===== config.mk =====
export PLATFORM = sky130hd
export DESIGN_NAME = snake_move_controller_flat
export DESIGN_NICKNAME = d
export VERILOG_FILES = /design/src/rtl/snake_move_controller_if.sv /design/src/rtl/snake_move_controller.sv /design/src/flat_wrapper.sv
export SDC_FILE = /design/constraint.sdc
export NUM_CORES = 1
export LEC_CHECK = 0
export ABC_CLOCK_PERIOD_IN_PS = 3880
export BUFFER_PORTS_ARGS = -buffer_cell sky130_fd_sc_hd__buf_2
export CORE_AREA = 3 3 118 92
export CTS_CLUSTER_SIZE = 12
export DETAILED_ROUTE_END_ITERATION = 10
export DIE_AREA = 0 0 121 95
export GPL_TIMING_DRIVEN = 0
export PLACE_DENSITY_LB_ADDON = 0.2
export SLEW_MARGIN = 30
export SYNTH_ARGS = -nofsm -noshare
export SYNTH_HDL_FRONTEND = slang
export SYNTH_SLANG_ARGS = --single-unit

===== constraint.sdc =====
create_clock -name CLOCK -period 3.88 [get_ports CLOCK]
set_input_delay 0.194 -clock CLOCK [delete_from_list [all_inputs] [get_ports CLOCK]]
set_output_delay 0.194 -clock CLOCK [all_outputs]
set_load 0.01 [all_outputs]

===== src/rtl/snake_move_controller_if.sv =====
// Signal bundle between the snake move controller and the game / body datapath.
// The controller attaches through the master modport, the environment through slave.
interface snake_move_controller_if;
  logic [1:0] STATE_IN;
  logic [3:0] PUSH_BUTTONS;
  logic [3:0] SCORE_IN;
  logic       MOVE_ACK;
  logic       MOVE_REQ;
  logic [1:0] MOVE_DIR;
  logic [7:0] MOVES_OUT;

  modport master (
    input  STATE_IN,
    input  PUSH_BUTTONS,
    input  SCORE_IN,
    input  MOVE_ACK,
    output MOVE_REQ,
    output MOVE_DIR,
    output MOVES_OUT
  );

  modport slave (
    output STATE_IN,
    output PUSH_BUTTONS,
    output SCORE_IN,
    output MOVE_ACK,
    input  MOVE_REQ,
    input  MOVE_DIR,
    input  MOVES_OUT
  );
endinterface


===== src/rtl/snake_move_controller.sv =====
// Paces snake moves with a score-dependent tick period, issues one held move request
// per tick, and steers from debounced-edge button presses while refusing reversals.
module snake_move_controller #(
  parameter int CNT_W     = 26,
  parameter int TICK_BASE = 25_000_000,
  parameter int TICK_STEP = 1_500_000,
  parameter int TICK_MIN  = 6_000_000
) (
  input  logic                    CLOCK,
  input  logic                    RESET,
  snake_move_controller_if.master bus
);

  localparam int PW = CNT_W + 4;
  localparam logic [PW-1:0]    BASE_W = PW'(TICK_BASE);
  localparam logic [PW-1:0]    STEP_W = PW'(TICK_STEP);
  localparam logic [PW-1:0]    SPAN_W = PW'(TICK_BASE - TICK_MIN);
  localparam logic [CNT_W-1:0] MIN_C  = CNT_W'(TICK_MIN);
  localparam logic [CNT_W-1:0] ONE_C  = CNT_W'(1);
  localparam logic [1:0]       PLAY   = 2'b01;

  typedef enum logic [1:0] {
    IDLE = 2'b00,
    WAIT = 2'b01,
    REQ  = 2'b10
  } state_t;

  state_t           state_q, state_d;
  logic [CNT_W-1:0] count_q, count_d;
  logic [CNT_W-1:0] period_q, period_d;
  logic             req_q, req_d;
  logic [1:0]       dir_q, dir_d;
  logic [7:0]       moves_q, moves_d;
  logic [1:0]       pending_q;

  logic [3:0]       btn_s1, btn_s2, btn_prev;
  logic [3:0]       press;
  logic [1:0]       press_dir;
  logic             press_any;
  logic             press_ok;

  logic [PW-1:0]    step_total;
  logic [CNT_W-1:0] period_now;
  logic             playing;

  // ---------------------------------------------------------------------------
  // Button path: two-flop synchroniser, then a previous-value flop for edge detect.
  // ---------------------------------------------------------------------------
  // NOTE: sequential state uses non-blocking assignments so every flop samples
  // the pre-edge value of its neighbours; a blocking '=' here would collapse the
  // synchroniser chain into a single flop.
  always_ff @(posedge CLOCK) begin
    if (RESET) begin
      btn_s1   <= '0;
      btn_s2   <= '0;
      btn_prev <= '0;
    end else begin
      btn_s1   <= bus.PUSH_BUTTONS;
      btn_s2   <= btn_s1;
      btn_prev <= btn_s2;
    end
  end

  assign press     = btn_s2 & ~btn_prev;
  assign press_any = |press;

  // Lowest set index wins; the rest are dropped even if the winner is refused.
  always_comb begin
    press_dir = 2'b00;
    if      (press[0]) press_dir = 2'b00;
    else if (press[1]) press_dir = 2'b01;
    else if (press[2]) press_dir = 2'b10;
    else if (press[3]) press_dir = 2'b11;
  end

  // A reversal is judged against the last issued move, not the pending one.
  assign press_ok = press_any && ((press_dir ^ 2'b10) != dir_q);

  always_ff @(posedge CLOCK) begin
    if (RESET) begin
      pending_q <= 2'b01;
    end else if (press_ok) begin
      pending_q <= press_dir;
    end
  end

  // ---------------------------------------------------------------------------
  // Tick period: shrinks with score, clamped at TICK_MIN before any subtraction
  // so it can never underflow.
  // ---------------------------------------------------------------------------
  assign step_total = PW'(bus.SCORE_IN) * STEP_W;
  assign period_now = (step_total >= SPAN_W) ? MIN_C : CNT_W'(BASE_W - step_total);
  assign playing    = (bus.STATE_IN == PLAY);

  // ---------------------------------------------------------------------------
  // Move FSM: next-state and next-register values.
  // ---------------------------------------------------------------------------
  // NOTE: every signal driven here receives a default first, so no path through
  // the case statement can leave one unassigned and infer a latch.
  always_comb begin
    state_d  = state_q;
    count_d  = count_q;
    period_d = period_q;
    req_d    = req_q;
    dir_d    = dir_q;
    moves_d  = moves_q;

    if (!playing) begin
      // Leaving play aborts any outstanding request without counting it.
      state_d = IDLE;
      count_d = '0;
      req_d   = 1'b0;
    end else begin
      unique case (state_q)
        IDLE: begin
          state_d  = WAIT;
          count_d  = '0;
          period_d = period_now;
        end
        WAIT: begin
          if (count_q == period_q - ONE_C) begin
            state_d = REQ;
            req_d   = 1'b1;
            dir_d   = pending_q;
            count_d = '0;
          end else begin
            count_d = count_q + ONE_C;
          end
        end
        REQ: begin
          if (bus.MOVE_ACK) begin
            state_d  = WAIT;
            req_d    = 1'b0;
            period_d = period_now;
            moves_d  = (moves_q == 8'hFF) ? moves_q : moves_q + 8'd1;
          end
        end
        default: begin
          state_d = IDLE;
          count_d = '0;
          req_d   = 1'b0;
        end
      endcase
    end
  end

  always_ff @(posedge CLOCK) begin
    if (RESET) begin
      state_q  <= IDLE;
      count_q  <= '0;
      period_q <= '0;
      req_q    <= 1'b0;
      dir_q    <= 2'b01;
      moves_q  <= '0;
    end else begin
      state_q  <= state_d;
      count_q  <= count_d;
      period_q <= period_d;
      req_q    <= req_d;
      dir_q    <= dir_d;
      moves_q  <= moves_d;
    end
  end

  assign bus.MOVE_REQ  = req_q;
  assign bus.MOVE_DIR  = dir_q;
  assign bus.MOVES_OUT = moves_q;

endmodule


===== src/flat_wrapper.sv =====
// flat-port wrapper written by rule: the top's interface ports become plain ports
module snake_move_controller_flat 
#(
  parameter int CNT_W     = 26,
  parameter int TICK_BASE = 25_000_000,
  parameter int TICK_STEP = 1_500_000,
  parameter int TICK_MIN  = 6_000_000
)
  (CLOCK, RESET, bus_STATE_IN, bus_PUSH_BUTTONS, bus_SCORE_IN, bus_MOVE_ACK, bus_MOVE_REQ, bus_MOVE_DIR, bus_MOVES_OUT);
  snake_move_controller_if bus_i ();
  input  logic CLOCK;
  input  logic RESET;
  input wire logic [$bits(bus_i.STATE_IN)-1:0] bus_STATE_IN;
  input wire logic [$bits(bus_i.PUSH_BUTTONS)-1:0] bus_PUSH_BUTTONS;
  input wire logic [$bits(bus_i.SCORE_IN)-1:0] bus_SCORE_IN;
  input wire logic [$bits(bus_i.MOVE_ACK)-1:0] bus_MOVE_ACK;
  output wire logic [$bits(bus_i.MOVE_REQ)-1:0] bus_MOVE_REQ;
  output wire logic [$bits(bus_i.MOVE_DIR)-1:0] bus_MOVE_DIR;
  output wire logic [$bits(bus_i.MOVES_OUT)-1:0] bus_MOVES_OUT;
  assign bus_i.STATE_IN = bus_STATE_IN;
  assign bus_i.PUSH_BUTTONS = bus_PUSH_BUTTONS;
  assign bus_i.SCORE_IN = bus_SCORE_IN;
  assign bus_i.MOVE_ACK = bus_MOVE_ACK;
  assign bus_MOVE_REQ = bus_i.MOVE_REQ;
  assign bus_MOVE_DIR = bus_i.MOVE_DIR;
  assign bus_MOVES_OUT = bus_i.MOVES_OUT;
  snake_move_controller #(.CNT_W(CNT_W), .TICK_BASE(TICK_BASE), .TICK_STEP(TICK_STEP), .TICK_MIN(TICK_MIN)) u_core (.CLOCK(CLOCK), .RESET(RESET), .bus(bus_i));
endmodule

==> impl_metrics.ini <==
[outcome]
outcome = complete, no violations

[cells_and_area]
layout.area.seq_um2 = 1480
final_layout_size_suffix_gt1_share_pct = 10.2
multi_input_area_um2 = 3840
finalNonFillerCells = 869
fin_area_um2 = 6150
syn2layout_area_growth_pct = 11.9
nNetsFinal = 780
fill_cells = 871
diodes = 0

[sta]
fin_skew_ns = 0.00740
final.period_utilization_pct = 97.0
setup_tns_ns = 0
post-route-min-period_ns = 3.76
worst_slack_ns = 0.118
hold_viol_final = 0
drv_slew = 0
setup_violations = 0
worst_slew_pin_slew_ns = 0.711
max_freq_mhz = 266
slew_headroom_pct = 52.2

[routing]
drt-pass1-iter-count = 5
dr_wl_met3_um = 1040
met2_length_um = 5730
wire_per_inst_um = 15.6
vias = 5197
drt_wl_total_um = 13600
post-route-drc-count = 0
drtIter0Drc = 493
viasPerCell = 5.98
drtAntennaViolNets = 0
wl_met1_um = 6680
top_layer = met4

[clock_tree]
h-tree-depth = 3
cts_buffers = 9
cts_tree = done
clock_sinks = 74
clockBufferDepth = 2
insertion_delay_ns = 0.34
root_buffer = clkbuf_16
clk_pin_slew_worst_paths_ns = 0.07

[synth]
syn_nets = 745
yosysWarnings = 0
synth-main-ff-cell = dfxtp_1
ys_ff_latch = 74
syn_area_um2 = 5500
yosysSeqAreaShare_pct = 27.0
syn_avg_cell_area_um2 = 7.88
synth_cell_type_count = 72
synth-async-reset-ratio_pct = 0
synth_enable_flop_cells = 0
synthCells = 697

[grt]
grt.overflow.total = 0
grt_use_total_pct = 24.4
antenna_found_initial = 0
grt_pass1_wl_um = 22800
grt_start_max_net_pins = 17
grt_pass1_vias = 4763

[worst_setup_path]
crit_path_start_kind = primary input
crit_path_end = u_core.period_q[22]
r2r_slack_ns = 0.58
regToRegStartpoint = u_core.period_q[7]
crit_path_end_kind = flop
reg2reg_depth = 11
cp_max_fo = 10
worstPathArrival_ns = 3.98
startpoint = bus_SCORE_IN[2]
path_class = in -> reg
reg2reg_to = u_core.count_q[4]
cp.required_ns = 4.09

[die]
start_util_pct = 56.9
die_area_um2 = 11500
coreArea_um2 = 9660
ios = 24
dieHeight_um = 95
dieWidth_um = 121
rows = 31

[place]
dp_hpwl_um = 10400
placed_cells_incl_taps = 852
dp_slack_ns = -0.531
place.gp.congestion = 0.904
io_buffers = 23
placed_cell_area_um2 = 5780

[hold_path]
min_path_cells = 2
hold_path.class = in -> reg

[power_and_ir_drop]
p_leak_uw = 0.00245
irDropWorstVdd_v = 0.000335
p_per_area_nw_per_um2 = 434

[flow_run]
cap_viol_max_count = 0
==> synth_stat cells (8+ instances only) <==
cell type | instances | area share [%]
a21oi_1 | 42 | 3.8
xnor2_1 | 42 | 6.7
nor2b_1 | 25 | 2.8
dfxtp_1 | 74 | 27
nand3_1 | 24 | 2.2
xor2_1 | 32 | 5.1
nor3_1 | 23 | 2.1
nand4_1 | 12 | 1.4
clkbuf_1 | 22 | 1.5
inv_1 | 24 | 1.6
o21ai_0 | 41 | 3.7
nor2_1 | 45 | 3.1
nand2b_1 | 10 | 1.1
a32o_1 | 8 | 1.5
and3_1 | 17 | 1.9
nand2_1 | 73 | 5.0
o211ai_1 | 8 | 1.1
or2_2 | 8 | 0.91
ha_1 | 32 | 7.3
nor4_1 | 10 | 1.1
or3_1 | 14 | 1.6
==> placed cells by master, fill, tap and decap left out, types with 4 or more instances in the layout <==
cell type	n
nand2b_1	10
dfxtp_1	74
or2_2	8
nor3_1	23
and3_1	17
nand4_1	12
xor2_1	31
ha_1	30
nand2_1	72
buf_2	25
xnor2_1	40
inv_1	24
nor4_1	10
or4_1	6
clkbuf_1	22
a21oi_1	41
a31oi_1	7
o2111ai_1	6
nor2b_1	25
nor2_1	45
o21ai_0	41
nand3_1	24
buf_1	4
clkbuf_16	9
nor3_2	4
a32o_1	8
or3_1	14
nand3b_1	4
o211ai_1	8
and2_1	6
mux2i_1	6
==> power by group <==
group	switching [µW]	internal, µW	total (µW)
registers	32.8	795	828
logic	612	414	1030
clock network	363	452	815
==> logic make-up after synthesis <==
family / synth area share, %
AND/OR/NAND/NOR: 28.0
AO/OA/AOI/OAI: 19.4
adder cells (fa/ha/maj): 8.38
multiplexers: 1.09
buffers and inverters: 4.37
flip-flops: 27.0
XOR/XNOR: 11.8
==> layout make-up <==
cell class	instances	share of cell area, %
sequential	74	24.1
multi-input combinational	566	62.4
timing repair buffer	24	2.03
inverter	24	1.46
tap	132	2.69
clock buffer	9	3.66
buffer	33	2.50
clock inverter	7	1.16
==> per-stage QoR <==
stage	hold slack (ns)	power (µW)	utilization [%]
4_1_cts	0.0594	2640	63.2
5_1_grt	0.0880	2820	63.7
2_1_floorplan	0.322	1600	-
3_5_place_dp	0.416	1800	59.8
3_3_place_gp	0.408	1780	59.8
6_report	0.0626	2670	63.7
==> worst min-delay path by stage <==
| stage | startpoint | endpoint | slack (ns) |
|---|---|---|---|
| global route | bus_PUSH_BUTTONS[1] | u_core.btn_s1[1] | 0.09 |
| floorplan | bus_PUSH_BUTTONS[0] | u_core.btn_s1[0] | 0.32 |
| CTS | bus_PUSH_BUTTONS[0] | u_core.btn_s1[0] | 0.06 |
| global placement | bus_PUSH_BUTTONS[3] | u_core.btn_s1[3] | 0.41 |
| detailed placement | bus_PUSH_BUTTONS[0] | u_core.btn_s1[0] | 0.42 |
| finish | bus_PUSH_BUTTONS[3] | u_core.btn_s1[3] | 0.06 |
==> flip-flops by register name, summed over array words and instances (netlist names) <==
name and flops:
u_core.state_q 2, u_core.btn_prev 4, u_core.btn_s1 4, u_core.bus.MOVE_DIR 2, u_core.bus.MOVES_OUT 8, u_core.bus.MOVE_REQ 1
u_core.count_q 26, u_core.btn_s2 4, u_core.period_q 21, u_core.pending_q 2
==> per-layer routing <==
metal	vias to the layer above	track usage, %
li1	2587	-
met1	2438	36.4
met2	158	37.0
met3	14	4.25
met4	0	4.72
met5	-	0
==> repair_timing <==
| action | in CTS | in global routing |
|---|---|---|
| hold buffers | 0 | 0 |
| pin swaps | 2 | 4 |
| setup buffers | 1 | 0 |
| gates resized for setup | 5 | 8 |
| hold endpoints to repair | 0 | 0 |
| setup endpoints to repair | 19 | 20 |
==> worst max-delay path: stages <==
cell and delay (ns):
clkbuf_4 0.16, inv_1 0.09, ha_4 0.26, xnor2_1 0.16, ha_1 0.19, or2_2 0.31, ha_2 0.23, or4_1 0.50
o221a_1 0.26, a2111o_1 0.45, nand2_2 0.12, xnor2_2 0.11, o41ai_2 0.35, a31o_1 0.20, buf_6 0.14, buf_6 0.15
o211ai_2 0.09
Power figures use the tool's default switching activity.
